$ cat src/rtl/unpack_read_sched.sv
// unpack_read_sched: round-robin burst scheduler sharing one packed source among unpacker clients
module unpack_read_sched #(
  parameter int NUM_CLIENTS = 4,
  parameter int IN_WIDTH = 128,
  parameter int BURST_LEN = 4
) (
  input  logic                   clk,
  input  logic                   reset,
  output logic                   src_read_req,
  input  logic [IN_WIDTH-1:0]    src_read_data,
  input  logic                   src_read_ready,
  input  logic [NUM_CLIENTS-1:0] cli_req,
  input  logic [NUM_CLIENTS-1:0] cli_ready,
  output logic [NUM_CLIENTS-1:0] cli_grant,
  output logic [NUM_CLIENTS-1:0] cli_data_valid,
  output logic [IN_WIDTH-1:0]    cli_data,
  output logic [NUM_CLIENTS-1:0] cli_done
);
  localparam int PW = NUM_CLIENTS > 1 ? $clog2(NUM_CLIENTS) : 1;
  localparam int CW = $clog2(BURST_LEN + 1);
  typedef enum logic [1:0] {IDLE, BURST, DRAIN, DONE} state_t;
  state_t state, state_nx;
  logic [PW-1:0] rr_ptr, owner, j, pick;
  logic [PW:0] sum;
  logic [NUM_CLIENTS-1:0] rot;
  logic [CW-1:0] issued;
  logic [IN_WIDTH-1:0] data_q;
  // rotate requests so bit 0 is rr_ptr, find the lowest set bit, then rotate the index back
  always_comb begin
    rot = NUM_CLIENTS'({cli_req, cli_req} >> rr_ptr);
    j = '0;
    for (int i = NUM_CLIENTS - 1; i >= 0; i--)
      if (rot[i]) j = PW'(i);
    sum = {1'b0, rr_ptr} + {1'b0, j};
    pick = sum >= (PW+1)'(NUM_CLIENTS) ? PW'(sum - (PW+1)'(NUM_CLIENTS)) : sum[PW-1:0];
  end
  always_comb begin
    src_read_req = !reset && state == BURST && src_read_ready && cli_ready[owner] && issued < CW'(BURST_LEN);
    state_nx = state == IDLE  ? (|cli_req ? BURST : IDLE) :
               state == BURST ? (src_read_req && issued == CW'(BURST_LEN - 1) ? DRAIN : BURST) :
               state == DRAIN ? DONE : IDLE;
    cli_done = state == DONE ? cli_grant : '0;
    cli_data = |cli_data_valid ? src_read_data : data_q;
  end
  always_ff @(posedge clk) begin
    if (reset) begin
      state <= IDLE;
      rr_ptr <= '0;
      owner <= '0;
      issued <= '0;
      cli_grant <= '0;
      cli_data_valid <= '0;
      data_q <= '0;
    end else begin
      state <= state_nx;
      cli_data_valid <= src_read_req ? cli_grant : '0;
      if (|cli_data_valid) data_q <= src_read_data;
      if (src_read_req) issued <= issued + 1'b1;
      if (state == IDLE && |cli_req) begin
        owner <= pick;
        cli_grant <= NUM_CLIENTS'(1) << pick;
        issued <= '0;
      end
      if (state == DONE) begin
        cli_grant <= '0;
        rr_ptr <= owner == PW'(NUM_CLIENTS - 1) ? '0 : owner + 1'b1;
      end
    end
  end
endmodule
$ cat config.mk
export PLATFORM = sky130hd
export DESIGN_NAME = unpack_read_sched
export DESIGN_NICKNAME = d
export VERILOG_FILES = /design/src/rtl/unpack_read_sched.sv
export SDC_FILE = /design/constraint.sdc
export NUM_CORES = 1
export LEC_CHECK = 0
export BUFFER_PORTS_ARGS = -buffer_cell sky130_fd_sc_hd__buf_4
export CORE_MARGIN = 2
export CORE_UTILIZATION = 40
export DETAILED_ROUTE_END_ITERATION = 7
export HOLD_SLACK_MARGIN = 0.03
export PLACE_DENSITY = 0.66
export SETUP_SLACK_MARGIN = 0.02
export SLEW_MARGIN = 15
export SYNTH_ARGS = -nofsm -noshare
export SYNTH_HDL_FRONTEND = slang
export SYNTH_SLANG_ARGS = --single-unit
$ cat constraint.sdc
create_clock -name clk -period 2.9 [get_ports clk]
set_clock_uncertainty 0.1 [all_clocks]
set_input_delay 0.29 -clock clk [delete_from_list [all_inputs] [get_ports clk]]
set_output_delay 0.29 -clock clk [all_outputs]
set_load 0.05 [all_outputs]
After elaboration in Yosys (flattened, before gate mapping)
Cells that the tools add are included.
{"block": "word_totals", "register_bits": 145, "in_bits": 139, "out_inout_bits": 141, "word_cells": 50}
{"block": "classes", "add_sub_neg": 4, "order_cmp": 3, "n_eq_ne": 5, "shifts": 2, "muxes": 15, "bitwise_logic": 1, "reduce_logical": 13}
{"op": "2-to-1 mux 128 bit", "count": 1}
{"op": "2-to-1 mux 2 bit", "count": 10}
{"op": "OR reduction 4 bit", "count": 2}
{"op": "right shift 8 x 2 -> 4 bit", "count": 1}
{"op": "equality test 2 bit, second input constant", "count": 3}
{"op": "logical AND 1 bit", "count": 6}
{"op": "OR reduction 2 bit", "count": 3}
{"op": "2-to-1 mux 4 bit", "count": 1}
{"op": "left shift 1 x 2 -> 4 bit, first input constant", "count": 1}
{"op": "adder 2 x 2 -> 3 bit", "count": 1}
{"op": "adder 3 x 1 -> 3 bit, second input constant", "count": 1}
{"op": "equality test 3 x 2 -> 1 bit, second input constant", "count": 1}
{"op": ">= comparator 3 bit, second input constant", "count": 1}
{"op": "< comparator 2 x 3 -> 1 bit, second input constant", "count": 1}
{"op": "< comparator 3 bit, second input constant", "count": 1}
{"op": "adder 2 x 1 -> 2 bit, second input constant", "count": 1}
{"op": "binary-select mux 1 bit (select 2 bit)", "count": 1}
{"op": "equality test 2 x 1 -> 1 bit, second input constant", "count": 1}
{"op": "logical NOT 2 bit", "count": 1}
{"op": "2-to-1 mux 1 bit", "count": 2}
{"op": "subtractor 2 x 1 -> 2 bit, second input constant", "count": 1}
{"op": "logical NOT 1 bit", "count": 1}
{"op": "NOT 1 bit", "count": 1}

Logic depth before layout (Yosys ltp)
{"block": "depth", "depth_word": 9, "mapped_depth": 10, "mapped_depth_nobuf": 9}

Worst setup path before layout
No wires, ideal clock.
{"block": "synth_path", "path_type": "flip-flop to flip-flop", "from": "reg rr_ptr[0]", "to": "reg cli_grant[3]", "setup_time_ns": 0.079, "arrival_ns": 2.177, "t_required_ns": 2.721, "setup_slack_ns": 0.544, "stages_incl_launch_ff": 11, "n_path_buf": 1, "synth_period_minus_slack_ns": 2.356, "path_cell_list": "dfxtp_1 > buf_2 > nor2b_1 > a221oi_1 > a31oi_1 > a211o_1 > ha_1 > xnor2_2 > and4b_1 > or3b_1 > o211ai_1"}
{"block": "synth_via", "elab_chain_len": 9, "word_cells_on_any_way": 10, "cone_classes": "add/sub (2); order compare (1); shift (2); mux (5)"}
{"item": "start: declaration", "line_no": "23", "source": "logic [PW-1:0] rr_ptr, owner, j, pick;"}
{"item": "start signal: assignment", "line_no": "66", "source": "rr_ptr <= owner == PW'(NUM_CLIENTS - 1) ? '0 : owner + 1'b1;"}
{"item": "right shift 8 x 2 -> 4 bit", "line_no": "30", "source": "rot = NUM_CLIENTS'({cli_req, cli_req} >> rr_ptr);"}
{"item": "2-to-1 mux 2 bit (4 in a row)", "line_no": "33", "source": "if (rot[i]) j = PW'(i);"}
{"item": "adder 2 x 2 -> 3 bit *", "line_no": "34", "source": "sum = {1'b0, rr_ptr} + {1'b0, j};"}
{"item": ">= comparator 3 bit / subtractor 2 x 1 -> 2 bit (equally long branches)", "line_no": "35", "source": "pick = sum >= (PW+1)'(NUM_CLIENTS) ? PW'(sum - (PW+1)'(NUM_CLIENTS)) : sum[PW-1:0];"}
{"item": "2-to-1 mux 2 bit *", "line_no": "35"}
{"item": "left shift 1 x 2 -> 4 bit *", "line_no": "61", "source": "cli_grant <= NUM_CLIENTS'(1) << pick;"}
{"item": "end signal: assignment", "line_no": "61"}
{"item": "end: declaration", "line_no": "14", "source": "output logic [NUM_CLIENTS-1:0] cli_grant,"}
Mark *: on every way between the ends. The rest lies on a longest branch, timed or not.
A chain may end at the register's enable or synchronous reset.

Final worst setup path
Ends and elaborated chain as after synthesis.

==> flow_summary.ini <==
[floorplan]
core_area_um2 = 14600
dieWidth_um = 127
start_util = 0.412
rows = 44
die_area_um2 = 16000
fp.dieH_um = 127
pin_count = 280

[critical_path]
required_ns = 3.13
path_cells = nor2_1 -> a221oi_1 -> a31oi_1 -> a211o_1 -> ha_1 -> xnor2_2 -> and4b_1 -> or3b_1 -> o211ai_1
critPathArrivalTime_ns = 2.92
critPathKind = register to register
path_delay_family = compound AO/OA/AOI/OAI gates
end_kind = register
critPathMaxStageDelay_ns = 0.51
critical_path.max_fanout = 11
start_kind = register
cp_slowest_cell = dfxtp_1
path_buf_inv = 0

[detailed_routing]
via_per_inst = 4.75
drt-wirelength-per-cell_um = 15.5
detail-route-antenna-nets = 0
drt-initial-drc-count = 169
vias = 4692
firstDrtPassIters = 4
drc_errors = 0
routed_wl_um = 15300

[grt]
grt_max_degree = 91
antenna_found_initial = 0
use_met2 = 0.306
grt.busiest_layer = met2
grt_overflow_total = 0
grt_use_met1 = 0.227
met3_usage = 0.0536
grt_pass1_wl_um = 23700
grt_usage = 0.186
grt_pass1_vias = 4557

[pwr]
p_comb_frac = 0.125
switching_share = 0.248
vdd_drop_max_mv = 0.347
p_int_uw = 3460
p_switching_uw = 1140
finalPower_uw = 4600
pwr-share-clk = 0.430
p_leak_uw = 0.00430
power_frac_seq = 0.444
power.density_nw_per_um2 = 528

[finish]
area_growth_pct = 44.8
drive_gt1_frac = 0.402
finish.instance_area_um2 = 8700
n_antenna_cell = 0
final_nets = 935

[placed_design]
place_congestion = 0.747
portBuffers = 279
placed_area_um2 = 8170
dp_hpwl_um = 11300
place_ws_ns = 0.281

[sta]
final.setup.worst_slack_ns = 0.217
rsz0062_at_grt = false
period_minus_slack_ns = 2.68
report.final.slew_viol_count = 0
setup-violations-final = 0
worst_pin_slew_ns = 0.885
slew_headroom = 0.410
fmax_mhz = 373
finalCritPeriodShare = 0.925
hold_violations = 0
tns_ns = 0

[cts]
cts.sinks = 145
clockRootBuffer = clkbuf_16
cts_tree = built
cts_buffers = 17
path_clk_slew_ns = 0.06
clockBufferDepth = 2
post-cts-setup-buffer-count = 0
clock_latency_ns = 0.41
ctsResizeCount = 0
cts_hold_buf = 0
htree_levels = 4

[synthesis]
ys_seq_elements = 145
ys_warn_count = 0
syn_area_um2 = 6010
syn_inst = 528
syn-num-nets = 671
ys_types = 47
synth-seq-area-share = 0.483
syn_avg_cell_area_um2 = 11.4

[outcome]
status = finished, final reports clean

[run]
max_cap_viol_count = 0

[hold_path]
min_path_type = input port to register
==> synthesized netlist by cell type, drive strengths merged <==
cell,instances,share of area
mux4,1,0.0037
nand2,7,0.0044
ha,4,0.0083
a211o,2,0.0029
nand2b,1,0.0010
o211ai,3,0.0037
a211oi,1,0.0021
nor2b,129,0.13
a221oi,1,0.0015
buf,22,0.026
o21bai,1,0.0012
inv,4,0.0025
o2111ai,1,0.0015
and3,6,0.0065
and2,4,0.0042
nand4b,1,0.0015
o32ai,1,0.0027
a21oi,7,0.0058
mux2i,1,0.0017
nand3b,2,0.0025
or3b,1,0.0015
nand3,4,0.0033
or3,2,0.0021
clkbuf,15,0.0094
nor2,10,0.0062
or2,1,0.0010
nor4b,2,0.0054
dfxtp,145,0.48
nor3b,1,0.0021
mux2,128,0.24
nor3,6,0.0069
nor4,3,0.0056
and4b,1,0.0017
xnor2,2,0.0042
nand4,1,0.0010
o31ai,1,0.0035
o21ai,3,0.0025
o21a,1,0.0012
a31oi,2,0.0021
==> path summary, 6_finish.rpt <==
path                                           to  slack, ns              start  cells after the start
worst min-delay path                   data_q[70]       0.12  src_read_data[70]                      3
worst min register to register  cli_data_valid[2]       0.41       cli_grant[2]                      1
worst max-delay path                 cli_grant[3]       0.22          rr_ptr[0]                      9
worst max register to register       cli_grant[3]       0.22          rr_ptr[0]                      9
==> layout make-up <==
type	instances	area, um^2
Tap cell	184	230
Inverter	4	15.0
Clock inverter	11	92.6
Timing Repair Buffer	282	2130
Sequential cell	145	2900
Fill cell	1260	5890
Multi-Input combinational cell	342	2890
Clock buffer	19	443
==> cells by family after synthesis <==
logic type | share of synthesized area
AOI/OAI and AO/OA | 0.0308
xor gates and xnor gates | 0.00416
adders and majority gates | 0.00833
buffers and inverters | 0.0375
DFF | 0.483
muxes | 0.245
and+or+nand+nor | 0.191
==> metrics by stage <==
step	util	cells	hold WS, ns
after floorplan	-	528	0.383
after global placement	0.560	957	0.403
after detailed placement	0.560	957	0.406
after CTS	0.596	987	0.105
after global routing	0.596	987	0.121
final	0.596	987	0.123
==> tightest hold or removal path: cells and delay by family <==
kind | cells | cell delay (ns)
buf+inv | 1 | 0.07
mux | 1 | 0.12
simple gates | 1 | 0.11
==> power by group through the flow <==
stage | combinational [uW] | clock, uW | sequential, uW
after floorplan | 328 | 0 | 2090
after global placement | 571 | 0 | 2080
after detailed placement | 580 | 0 | 2090
after CTS | 583 | 2030 | 2040
after global routing | 612 | 2130 | 2040
final | 577 | 1980 | 2040
==> layer usage <==
layer,vias up,part of all wire,wire (um)
met1,2171,0.42,6410
met3,23,0.077,1190
met2,180,0.48,7360
met4,0,0.024,361
li1,2318,-,-
met5,-,0,0
==> state kept, by name, indices dropped and copies added (netlist names) <==
signal / cells
owner: 2
cli_data_valid: 4
cli_grant: 4
issued: 3
data_q: 128
state: 2
rr_ptr: 2
==> layout by cell type, fill, tap and decap left out, types with 2 or more instances in the layout <==
master,Yosys,routed
buf_4,13,281
dfxtp_1,145,145
nor2b_1,129,129
mux2_1,128,128
clkbuf_16,0,17
nor2_1,10,10
nand2_1,7,7
a21oi_1,7,7
and3_1,5,5
nor3_1,5,5
clkinv_2,0,5
clkinvlp_4,0,5
inv_1,4,4
nand3_1,4,4
and2_1,4,4
ha_1,4,4
o21ai_0,3,3
o211ai_1,3,3
nand3b_1,2,2
a31oi_1,2,2
a211o_1,2,2
or3_1,2,2
Note: power is estimated with default switching activity, not from simulation.
